===== src/rtl/mem_store_buffer_pkg.sv =====
// rtl/mem_store_buffer_pkg.sv - shared types for the store buffer (package mem_pkg)
package mem_pkg;
  localparam int WORD_BYTES = 4;
  localparam int ENTRY_AW   = 32;
  localparam int ENTRY_DW   = 32;

  typedef struct packed {
    logic [ENTRY_AW-1:0] addr;
    logic [ENTRY_DW-1:0] data;
  } sb_entry_t;

  typedef enum logic {
    RUN   = 1'b0,
    FLUSH = 1'b1
  } sb_state_t;
endpackage


===== src/rtl/sb_match.sv =====
// rtl/sb_match.sv - per-entry exact/overlap compare against a load address
// with youngest-exact-hit select
module sb_match
  import mem_pkg::*;
#(
  parameter int DEPTH = 4,
  parameter int AW    = 32,
  parameter int PW    = 2,
  parameter int CW    = 3
) (
  input  logic [AW-1:0] i_ld_addr,
  input  logic [AW-1:0] i_addr [DEPTH],
  input  logic [PW-1:0] i_head,
  input  logic [CW-1:0] i_count,
  output logic          o_exact,
  output logic          o_overlap,
  output logic [PW-1:0] o_hit_idx
);
  always_comb begin
    logic [PW-1:0] idx;
    logic [AW-1:0] diff;
    idx       = '0;
    diff      = '0;
    o_exact   = 1'b0;
    o_overlap = 1'b0;
    o_hit_idx = i_head;
    // Walk oldest to youngest so the last exact hit wins.
    for (int k = 0; k < DEPTH; k++) begin
      idx  = i_head + PW'(k);
      diff = i_ld_addr - i_addr[idx];
      if (CW'(k) < i_count) begin
        if (diff == '0) begin
          o_exact   = 1'b1;
          o_hit_idx = idx;
        end else if (diff + AW'(WORD_BYTES - 1) < AW'(2 * WORD_BYTES - 1)) begin
          o_overlap = 1'b1;
        end
      end
    end
  end
endmodule


===== src/rtl/mem_store_buffer.sv =====
// rtl/mem_store_buffer.sv - in-order store buffer in front of a single-port data memory
// STORE_BUF_FWD_EN: forward exact-hit store data to loads instead of stalling
module mem_store_buffer
  import mem_pkg::*;
#(
  parameter int DEPTH = 4,
  parameter int AW    = ENTRY_AW,
  parameter int DW    = ENTRY_DW
) (
  input  logic          i_clk,
  input  logic          i_rst,
  input  logic          i_st_valid,
  input  logic [AW-1:0] i_st_addr,
  input  logic [DW-1:0] i_st_data,
  input  logic          i_ld_req,
  input  logic [AW-1:0] i_ld_addr,
  input  logic          i_fence,
  input  logic          i_mem_busy,
  input  logic [DW-1:0] i_mem_rd,
  output logic          o_stall,
  output logic [DW-1:0] o_ld_data,
  output logic          o_fence_done,
  output logic          o_mem_read,
  output logic          o_mem_write,
  output logic [AW-1:0] o_mem_addr,
  output logic [DW-1:0] o_mem_wd
);
  localparam int PW = $clog2(DEPTH);
  localparam int CW = PW + 1;

  sb_entry_t r_entries [DEPTH];
  logic [PW-1:0] r_head;
  logic [PW-1:0] r_tail;
  logic [CW-1:0] r_count;
  sb_state_t     r_state;
  logic          r_fence_done;
  logic          r_done_sent;

  logic [AW-1:0] w_addrs [DEPTH];
  logic          w_exact;
  logic          w_overlap;
  logic [PW-1:0] w_hit_idx;
  logic          w_full;
  logic          w_run;
  logic          w_conflict;
  logic          w_ld_blocked;
  logic          w_ld_go;
  logic          w_drain;
  logic          w_push;

  always_comb begin
    for (int i = 0; i < DEPTH; i++) w_addrs[i] = r_entries[i].addr;
  end

  sb_match #(.DEPTH(DEPTH), .AW(AW), .PW(PW), .CW(CW)) u_match (
    .i_ld_addr (i_ld_addr),
    .i_addr    (w_addrs),
    .i_head    (r_head),
    .i_count   (r_count),
    .o_exact   (w_exact),
    .o_overlap (w_overlap),
    .o_hit_idx (w_hit_idx)
  );

`ifdef STORE_BUF_FWD_EN
  assign w_conflict = w_overlap;
  assign o_ld_data  = w_exact ? r_entries[w_hit_idx].data : i_mem_rd;
`else
  assign w_conflict = w_overlap | w_exact;
  assign o_ld_data  = i_mem_rd;
`endif

  assign w_full       = (r_count == CW'(DEPTH));
  assign w_run        = (r_state == RUN);
  assign w_ld_blocked = !w_run || i_fence || w_conflict;
  // A blocked load releases the port so the entries it waits on can drain.
  assign w_ld_go      = !i_rst && i_ld_req && !w_ld_blocked;
  assign w_drain      = !i_rst && !w_ld_go && !i_mem_busy && (r_count != '0);
  assign w_push       = !i_rst && i_st_valid && !w_full && w_run;

  assign o_stall      = (i_ld_req && w_ld_blocked) || (i_st_valid && (w_full || !w_run));
  assign o_mem_read   = w_ld_go;
  assign o_mem_write  = w_drain;
  assign o_mem_addr   = w_ld_go ? i_ld_addr : (w_drain ? r_entries[r_head].addr : '0);
  assign o_mem_wd     = w_drain ? r_entries[r_head].data : '0;
  assign o_fence_done = r_fence_done;

  always_ff @(posedge i_clk) begin
    if (w_push) r_entries[r_tail] <= '{addr: i_st_addr, data: i_st_data};
  end

  always_ff @(posedge i_clk) begin
    if (i_rst) begin
      r_head       <= '0;
      r_tail       <= '0;
      r_count      <= '0;
      r_state      <= RUN;
      r_fence_done <= 1'b0;
      r_done_sent  <= 1'b0;
    end else begin
      if (w_push)  r_tail <= r_tail + PW'(1);
      if (w_drain) r_head <= r_head + PW'(1);
      r_count      <= r_count + CW'(w_push) - CW'(w_drain);
      r_fence_done <= 1'b0;
      case (r_state)
        RUN: begin
          if (i_fence) begin
            r_state     <= FLUSH;
            r_done_sent <= 1'b0;
          end
        end
        FLUSH: begin
          if (r_count == '0) begin
            if (!r_done_sent) begin
              r_fence_done <= 1'b1;
              r_done_sent  <= 1'b1;
            end
            if (!i_fence) r_state <= RUN;
          end
        end
      endcase
    end
  end
endmodule

===== config.mk =====
export PLATFORM = sky130hd
export DESIGN_NAME = mem_store_buffer
export DESIGN_NICKNAME = d
export VERILOG_FILES = /design/src/rtl/mem_store_buffer_pkg.sv /design/src/rtl/sb_match.sv /design/src/rtl/mem_store_buffer.sv
export SDC_FILE = /design/constraint.sdc
export NUM_CORES = 1
export LEC_CHECK = 0
export CAP_MARGIN = 20
export CORE_MARGIN = 4
export CORE_UTILIZATION = 35
export CTS_BUF_LIST = sky130_fd_sc_hd__clkbuf_8
export DETAILED_ROUTE_END_ITERATION = 16
export DONT_BUFFER_PORTS = 1
export PLACE_DENSITY = 0.45
export REMOVE_ABC_BUFFERS = 1
export SLEW_MARGIN = 20
export SYNTH_ARGS = -nofsm -noshare
export SYNTH_HDL_FRONTEND = slang
export SYNTH_SLANG_ARGS = --single-unit

===== constraint.sdc =====
create_clock -name i_clk -period 8.85 [get_ports i_clk]
set_clock_uncertainty 0.1 [all_clocks]
set_input_delay 1.77 -clock i_clk [delete_from_list [all_inputs] [get_ports i_clk]]
set_output_delay 1.77 -clock i_clk [all_outputs]
set_load 0.005 [all_outputs]

==> results by group <==
Setup path
  – Buf/Inv on CP: 6
  – CP max FO: 22
  – WP data required: between 6000 and 7000 ps
  – Register-to-Register Path Depth: 26
  – Top cell by count, worst path: buf_4
  – CP Capture Type: output pin
  – CP max-delay cell: or4_4
  – Startpoint class of the critical path: primary input
  – Max incr delay on CP: ~570 ps
  – CP arrival: slightly below 7000 ps
  – Crit path kind: primary input to output pin
  – CP delay by family, top: simple AND/OR/NAND/NOR gates
  – CP cell instances: clkinvlp_4, ha_4, inv_1, fa_2, a211oi_2, buf_4, o21ai_2, a211oi_2, buf_4, o31ai_2, xnor2_1, or4_4, or4_4, or3_1, mux2_1, a211o_4, o211ai_4, nor3_4, clkbuf_16, mux2i_2, buf_4
  – CP Depth: 21

Logic synthesis
  – Sequential fraction of the synthesis area: 0.314
  – Largest cells by area after synthesis: edfxtp_1 30%, mux4_2 17%, ha_1 6.5%, a21oi_1 3.3%, nand2_1 2.7%
  – Top_reg_cell synth: edfxtp_1
  – Synth cell types: 98
  – Synthesized netlist cell count: between 2000 and 2500
  – Post-Syn Area: about 0.025 mm^2
  – EDFF count, synth: 256
  – Yosys top cell by area: edfxtp_1
  – Yosys reg bits: about 270
  – Average size of a mapped cell: between 10 and 15 um^2
  – Synth async-reset ratio: 0
  – Post-synth top area share: 0.305
  – Synth warn: 0

Global route
  – Pin count of the biggest net entering global routing: 54
  – Initial antenna violation count: 2
  – Number of global-route vias before repair: about 21000
  – First-pass GRT wire length: about 130000 um
  – GRT busiest layer: met2
  – Met1 GRT Util: 0.298
  – Grt met3 use: 0.0320
  – Met2 Use GR: 0.363
  – Total congestion overflow: 0
  – Total global-route track usage: 0.219

Floorplan
  – Die Ht: 276 um
  – Die width: ~280 um
  – Die footprint: between 0.07 and 0.08 mm^2
  – Cell Rows: 98
  – Boundary pin count: 234
  – Initial core utilization: 0.353
  – Core area: 0.0715 mm^2

Placed design
  – Setup WS pre-CTS: about 60 ps
  – GPL Wtd Cong: 0.918
  – Dpl cell area: around 0.026 mm^2
  – Port-buffer cells: 0
  – HPWL Detailed: about 67000 um

Clock network
  – CTS Buf Count: 48
  – CTS root buffer: clkbuf_8
  – TritonCTS clock tree: built
  – Total clock sinks: around 270
  – CTS Buffer Depth: 3
  – H-tree depth: 2
  – Worst skew pair latency: 630 ps
  – Clock-pin slew on the worst setup and hold paths: roughly 60 ps
  – CTS Hold Buffers Added: 0

Route
  – Initial DRC Count: 1559
  – Routed via count: approximately 21000
  – DR WL/cell: between 20 and 30 um
  – Routed Antenna Nets: 0
  – Vias/cell: 6.08
  – DR pass1 iterations: 5
  – Total Wirelength: around 88000 um
  – Drc violations: 0

STA
  – RSZ-0062 raised after global routing: no
  – Final Max Tran Viols: 0
  – Final Critical Period: 8640 ps
  – Final Cycle Share: 0.977
  – Worst rel slew slack: 0.351
  – Final setup violation count: 0
  – Final hold vios: 0
  – Setup slack after layout: just over 200 ps
  – FMAX: 0.116 GHz
  – Slew at the pin closest to its max-slew limit: 973 ps

Final layout
  – Fin area: 0.0277 mm^2
  – Highest-count cells in the layout ignoring fill and taps: 256 x edfxtp_1, 188 x mux4_2, 183 x nand2_1
  – Most common cell after layout, fill and taps aside: edfxtp_1
  – Layout Nets: approximately 2700
  – Area Growth Syn to Fin: 9.89%
  – Share of cells above drive strength 1: 0.185

Min path
  – Worst hold stages: 1
  – Worst Hold Class: register to register

Run status
  – Status: complete, no violations

Job
  – Max_cap viols: 0

Power
  – Total power: between 0.007 and 0.008 W
  – P_leak: roughly 9.8 nW
  – PwrDens: 282 mW/mm^2
  – VDD IR max: 0.162 mV
==> layer usage <==
layer	up-vias	share of wire
met5	-	0
met4	0	0.029
met3	111	0.053
met2	673	0.48
met1	10582	0.44
li1	9684	-
==> metrics by stage <==
step                      hold slack [ps]  std cells  TNS (ps)  utilization
after CTS                             361       3445         0        0.383
final                                 359       3463         0        0.388
after floorplan                       317       2314   -392110            -
after global routing                  378       3463         0        0.388
after global placement                343       3351         0        0.369
after detailed placement              339       3351         0        0.369
==> power by group <==
part	total (W)	switching (W)	internal [W]	leakage [nW]
Combinational	0.00516	0.00304	0.00212	6.88
Clock	0.00111	0.000537	0.000574	0.518
Sequential	0.00154	0.0000726	0.00147	2.42
==> kinds of logic after synthesis <==
family / synth area share
simple gates: 0.180
xor+xnor: 0.0250
flops: 0.314
compound gates: 0.167
buf+inv: 0.0535
fa+ha+maj: 0.0695
mux: 0.190
==> synthesized netlist by cell type (all sizes together) (25+ instances only) <==
cell type and count:
xor2 25, nand3 53, ha 132, a211oi 35, nand2 183, clkbuf 88, buf 66, mux2i 49
o211ai 39, a21oi 164, edfxtp 256, xnor2 47, nand2b 54, and3 28, and2 47, o21ai 130
a21o 45, mux4 188, nor3b 37, nand4 49, or3 30, nor2 130, nor3 46, inv 159
nor4 41
==> timing repair <==
action                                  CTS  global route
endpoints found under the setup margin   66            66
cloned                                    0             1
pin swaps                                 0             4
gates resized for setup                   3            30
buffers inserted                          6            14
==> final timing paths <==
kind / from / endpoint / slack (ps)
worst min register to register: r_done_sent$_SDFFE_PP0P_ / o_fence_done$_SDFF_PP0_ / 360
worst max register to register: r_head[0]$_SDFFE_PP0P_ / r_count[2]$_SDFF_PP0_ / 1710
worst min-delay path: r_done_sent$_SDFFE_PP0P_ / o_fence_done$_SDFF_PP0_ / 360
worst max-delay path: i_ld_addr[0] / o_mem_addr[19] / 210
==> layout make-up <==
type                    instances  area, um^2
fillers                      7026       43800
multi-input cells            1887       16100
flip-flops and latches        268        7940
well taps                     950        1190
repair buffers                108         977
clock buffers                  48         661
inverters                     159         601
clock inverters                40         250
diodes                          3        7.51
==> state kept, by name (all words and copies together) (netlist names), named ones only <==
name,cells
r_state,1
r_head,2
r_count,3
r_done_sent,1
o_fence_done,1
r_tail,2
r_entries,256
Note: power is estimated with default switching activity, not from simulation.
